## config.mk

```make
export PLATFORM = sky130hd
export DESIGN_NAME = readout_deserializer
export DESIGN_NICKNAME = d
export VERILOG_FILES = /design/src/rtl/readout_deserializer.sv
export SDC_FILE = /design/constraint.sdc
export NUM_CORES = 2
export LEC_CHECK = 0
export ABC_AREA = 0
export BUFFER_PORTS_ARGS = -buffer_cell sky130_fd_sc_hd__buf_2
export CAP_MARGIN = 20
export CELL_PAD_IN_SITES_DETAIL_PLACEMENT = 1
export CELL_PAD_IN_SITES_GLOBAL_PLACEMENT = 1
export CORE_MARGIN = 10
export CORE_UTILIZATION = 45
export CTS_BUF_LIST = sky130_fd_sc_hd__clkbuf_4 sky130_fd_sc_hd__clkbuf_8
export DETAILED_ROUTE_END_ITERATION = 6
export PLACE_DENSITY = 0.89
export SLEW_MARGIN = 20
export SYNTH_ARGS = -nofsm -noshare
export SYNTH_HDL_FRONTEND = slang
export SYNTH_SLANG_ARGS = --single-unit
```

## constraint.sdc

```tcl
create_clock -name clk -period 2.6 [get_ports clk]
set_input_delay 0.52 -clock clk [delete_from_list [all_inputs] [get_ports clk]]
set_output_delay 0.52 -clock clk [all_outputs]
set_load 0.01 [all_outputs]
```

## src/rtl/readout_deserializer.sv

```systemverilog
// readout_deserializer: multi-lane serial-to-parallel frame assembler with a valid/ready holding register
module readout_deserializer #(
  parameter int WIDTH = 512,
  parameter int LANES = 1,
  parameter int MSB_FIRST = 1
) (
  input  logic                             clk,
  input  logic                             reset_n,
  input  logic                             shift_en,
  input  logic [LANES-1:0]                 shift_in,
  input  logic                             frame_start,
  output logic [WIDTH-1:0]                 data_out,
  output logic                             out_valid,
  input  logic                             out_ready,
  output logic                             overrun,
  input  logic                             clear_overrun,
  output logic [$clog2(WIDTH/LANES)-1:0]   beat_count
);
  localparam int BEATS = WIDTH / LANES;
  localparam int CW = $clog2(BEATS);
  logic [WIDTH-1:0] sreg, base, shifted;
  logic [CW-1:0] base_cnt;
  logic last, accept, drop;
  // frame_start re-aligns before the same-cycle beat, so that beat becomes beat 0
  always_comb begin
    base = frame_start ? '0 : sreg;
    base_cnt = frame_start ? '0 : beat_count;
    shifted = (MSB_FIRST != 0) ? {base[WIDTH-LANES-1:0], shift_in} : {shift_in, base[WIDTH-1:LANES]};
    last = shift_en && (base_cnt == CW'(BEATS - 1));
    accept = last && (!out_valid || out_ready);
    drop = last && out_valid && !out_ready;
  end
  always_ff @(posedge clk or negedge reset_n) begin
    if (!reset_n) begin
      sreg <= '0;
      beat_count <= '0;
      data_out <= '0;
      out_valid <= 1'b0;
      overrun <= 1'b0;
    end else begin
      sreg <= shift_en ? (last ? '0 : shifted) : base;
      beat_count <= shift_en ? (last ? '0 : base_cnt + 1'b1) : base_cnt;
      data_out <= accept ? shifted : data_out;
      out_valid <= accept || (out_valid && !out_ready);
      overrun <= drop || (overrun && !clear_overrun);
    end
  end
endmodule

```

Yosys cells after proc, flatten, opt, wreduce, memory -nomap -nowiden
Index checks and enable logic that the tools add are counted.
Widths: inputs -> output; s select.

word-level totals
  bits in registers = 1,034
  latch bits = 0
  RAM bits = 0
  bits in read-only memories = 0
  input bits = 7
  output and inout port bits = 523
  word-level logic and storage cells = 25
  memories kept = 0

cells by class
  add/subtract/negate cells = 1
  multipliers = 0
  divide/modulo/power cells = 0
  magnitude comparators = 0
  equal/unequal tests = 1
  shift operators = 0
  multiplexer cells = 6
  bitwise logic cells = 0
  reductions and logical operators = 12

operators with widths
  kind                 number
  $mux 511             3
  $mux 9               3
  $add 9x1->9 const B  1
  $eq 9x9->1 const B   1
  $logic_and 1x1->1    6
  $logic_not 1->1      3
  $logic_or 1x1->1     3

Logic depth before layout (Yosys ltp)
  depth after elaboration = 6
  mapped depth = 13
  depth with buffers taken out = 8

Least setup slack after synthesis
No wires, ideal clock.

  path type = input to register
  start = input frame_start
  end = register data_out[264]
  setup time = 125 ps
  arrival = 2,843 ps
  required time = 2,475 ps
  slack = -368 ps
  stages on the path = 13
  buffers on the path = 5
  cell sequence = buf_2 > clkbuf_1 > nor2b_1 > ha_1 > nand3_1 > nor3_1 > ha_1 > nand2_4 > nor2b_4 > buf_12 > buf_12 > buf_12 > mux2_2

on the way
  cells in the longest elaborated chain, start to end = 4
  elaborated cells between the ends (all ways) = 5
  classes of those cells = 1 x eq/ne; 2 x mux; 2 x reduce/logical

RTL lines
  item                  RTL line  RTL
  start, declared       11        input logic frame_start,
  $mux 9                27        base_cnt = frame_start ? '0 : beat_count;
  $eq 9x9->1            29        last = shift_en && (base_cnt == CW'(BEATS - 1));
  $logic_and 1x1->1     29
  $logic_and 1x1->1     30        accept = last && (!out_valid || out_ready);
  end signal, assigned  43        data_out <= accept ? shifted : data_out;
  end, declared         12        output logic [WIDTH-1:0] data_out,

Parallel ways exist; a longest one is shown, timed or not.
A chain may end at the register's enable or synchronous reset.

Final worst setup path
  start = register beat_count[1]
  end = register data_out[356]

on the way
  cells in the longest elaborated chain, start to end = 4

RTL lines
  item                    RTL line  RTL
  start, declared         17        output logic [$clog2(WIDTH/LANES)-1:0] beat_count
  start signal, assigned  42        beat_count <= shift_en ? (last ? '0 : base_cnt + 1'b1) : base_cnt;
  $mux 9                  27
  $eq 9x9->1              29
  $logic_and 1x1->1       29
  $logic_and 1x1->1       30

Every way passes these cells.

==> summary.md <==
| Metric | Value |
|---|---|
| CTS H-tree lvls | 4 |
| Die area | 112000 um2 |
| Via count of the first global-routing pass | between 30000 and 40000 |
| Starting DRC count in detailed routing | ~2500 |
| Mapped Cells | around 3400 |
| WL per Instance | approximately 26 um |
| Crit path time final | between 2000 and 3000 ps |
| Critical path type | reg2reg |
| Synth Net Count | ~3400 |
| Clock root buffer | clkbuf_8 |
| Power, Total | ~33 mW |
| Total gr overflow | 0 |
| Drt via density | 5.61 |
| Maximum vdd ir drop | around 370 uV |
| Pin count of the biggest net entering global routing | ~250 |
| Final Max Slew Viols | 0 |
| Slowest cell on crit path | dfrtp_1 |
| CORE AREA | a little under 100000 um2 |
| Max cap viols | 0 |
| Yosys cell types | 39 |
| Synth warnings | 0 |
| Post-Syn Area | 44400 um2 |
| WHS | 124 ps |
| Final HPWL DP | approximately 88 mm |
| R2R Setup Slk | 60 ps |
| Tightest Pin Transition | approximately 1200 ps |
| Critical Path, Cell by Cell | nor2b_4 -> ha_4 -> nand3_4 -> nor3_4 -> ha_2 -> nand2_4 -> nor2b_4 -> buf_4 -> buf_12 -> buf_6 -> mux2_2 |
| Mean Syn Cell Area | between 10 and 15 um2 |
| Drt pass-1 iters | 6 |
| Status | finished clean |
| CTS clock-pin slew for the worst setup and hold paths | around 60 ps |
| Worst setup EP type | flop |
| P_leak | 25.9 nW |
| Global Route Usage Sum | between 20% and 30% |
| CTS tree | yes |
| Dpl cells | between 5000 and 6000 |
| CP peak stage delay | 370 ps |
| Antenna violations before repair | 3 |
| Clk_lat worst skew | between 800 and 900 ps |
| Nets | roughly 4000 |
| GPL Wtd Cong | 0.778 |
| Final TNS setup | 0 ps |
| Cell Rows | around 120 |
| Ys async rst share | 100% |
| Critical Path RT | between 3000 and 4000 ps |
| WP data arrival | 3240 ps |
| Critical Path Fanout Max | 14 |
| Crit path launch type | flop |
| Top FF cell, synth | dfrtp_1 |
| First-pass GRT wire length | around 210 mm |
| Buffers on Ports | ~530 |
| Die width | 334 um |
| Final WL | approximately 140 mm |
| Area grow syn2layout | 17.3% |
| CTS buffer count | roughly 170 |
| PwrDens | roughly 630 nW/um2 |
| Max_slew headroom | between 20% and 30% |
| Tightest Hold Check Type | in2reg |
| Vias | 30200 |
| Max Clk Rate | 393 MHz |
| Yosys reg bits | ~1000 |
| CP Buf/Inv Count | 3 |
| Die Ht | around 330 um |
| Clock Sinks | 1034 |
| RSZ-0062 raised after global routing | true |
| Bufs on Longest Clock Path | 3 |
| Residual DRC count | 0 |
| ANT nets after route | 0 |
| Seq/Total Area, Yosys | between 50% and 60% |
| Final period utilization | 97.8% |
| Number of synthesized flops with an enable pin | 0 |
| Final Hold Vio Count | 0 |
| Layout Skew | 44.0 ps |
| Cell mode on critical path | nor2b_4 |
| I/O pin count | 530 |
| Starting density of the core | a little under half |
| Crit path max-delay family | simple AND/OR/NAND/NOR gates |
| Final setup violation count | 0 |
| Layout cells sized above 1 | approximately 36% |
| Post-Layout Cell Count | 5388 |
==> path summary, 6_finish.rpt <==
kind                               startpoint            end  cells after the start
max in group asynchronous             reset_n      sreg[393]                      3
worst max-delay path            beat_count[1]  data_out[356]                     11
worst min register to register  data_out[444]  data_out[444]                      1
worst min-delay path                out_ready      out_valid                      3
min in group asynchronous             reset_n  data_out[398]                      2
worst max register to register  beat_count[1]  data_out[356]                     11
==> final cells by class <==
type | instances | area [um2]
Fill cell | 10000 | 46000
Sequential cell | 1034 | 25900
Multi-Input combinational cell | 2090 | 16600
Timing Repair Buffer | 661 | 4220
Clock buffer | 270 | 3420
Tap cell | 1287 | 1610
Clock inverter | 41 | 372
Inverter | 4 | 22.5
Antenna cell | 1 | 2.50
==> synthesized netlist by cell type (all sizes together), types with 3 or more instances <==
| cell type | number | area [um2] |
|---|---|---|
| clkbuf | 98 | 368 |
| nand2 | 7 | 33.8 |
| nor2b | 517 | 3240 |
| buf | 187 | 1730 |
| nor2 | 510 | 1910 |
| mux2 | 511 | 7140 |
| dfrtp | 1034 | 25900 |
| inv | 4 | 15.0 |
| a22oi | 510 | 3830 |
| o21ai | 5 | 25.0 |
| nand3 | 3 | 15.0 |
| a21oi | 3 | 15.0 |
==> kinds of logic after synthesis <==
group | synth area share (%)
compound gates | 8.89
fa+ha+maj | 0.0564
buf+inv | 4.76
flops | 58.3
mux | 16.1
simple gates | 11.9
==> sequential cells by signal, indices dropped and copies added (netlist names) <==
| register | cells |
|---|---|
| data_out | 512 |
| overrun | 1 |
| beat_count | 9 |
| sreg | 511 |
| out_valid | 1 |
==> worst register-to-register path, cell delays in order (launching register included) <==
cell and delay (ps):
dfrtp_1 370, nor2b_4 180, ha_4 160, nand3_4 100
nor3_4 150, ha_2 240, nand2_4 70, nor2b_4 160
buf_4 140, buf_12 200, buf_6 270, mux2_2 370
==> cells in the final DEF (no fill, tap or decap), types with 3 or more instances in the layout <==
cell / instances
a21oi_1: 3
clkbuf_8: 222
nand2_1: 6
a22oi_1: 510
clkbuf_4: 48
nor2b_4: 4
clkbuf_16: 3
mux2_4: 399
nor2_1: 510
nor2b_1: 513
buf_16: 4
inv_1: 3
clkinv_2: 22
o21ai_0: 5
dlygate4sd3_1: 3
clkinvlp_4: 7
mux2_2: 111
inv_6: 3
buf_2: 527
buf_8: 4
buf_12: 30
dfrtp_1: 1034
bufinv_16: 3
clkinv_8: 4
buf_4: 81
buf_6: 9
==> power by group <==
part	switching (mW)	internal, mW
Combinational	0.906	0.163
Sequential	0.00536	16.1
Clock	7.05	8.70
==> through the flow <==
stage	cell area [um2]	setup WS [ps]	utilization [%]
floorplan	44600	-22.5	-
global placement	48000	-249	48.9
detailed placement	48000	-350	48.9
CTS	51900	19.2	52.9
global route	52100	-20.6	53.1
finish	52100	56.3	53.1
==> routing by layer <==
layer / GRT usage, % / vias to the layer above / part of all wire, %
li1: - / 12900 / -
met1: 27.9 / 15900 / 39
met2: 41.9 / 1069 / 52
met3: 5.28 / 355 / 5.2
met4: 11.3 / 0 / 4.3
met5: 0 / - / 0
==> what timing repair did <==
| item | CTS | global route |
|---|---|---|
| gates resized for setup | 2 | 20 |
| hold endpoints to repair | 204 | 0 |
| endpoints found under the setup margin | 243 | 405 |
| setup buffers | 3 | 3 |
| hold buffers | 3 | 0 |
| cloned | 0 | 3 |
(Power assumes the default switching activity.)
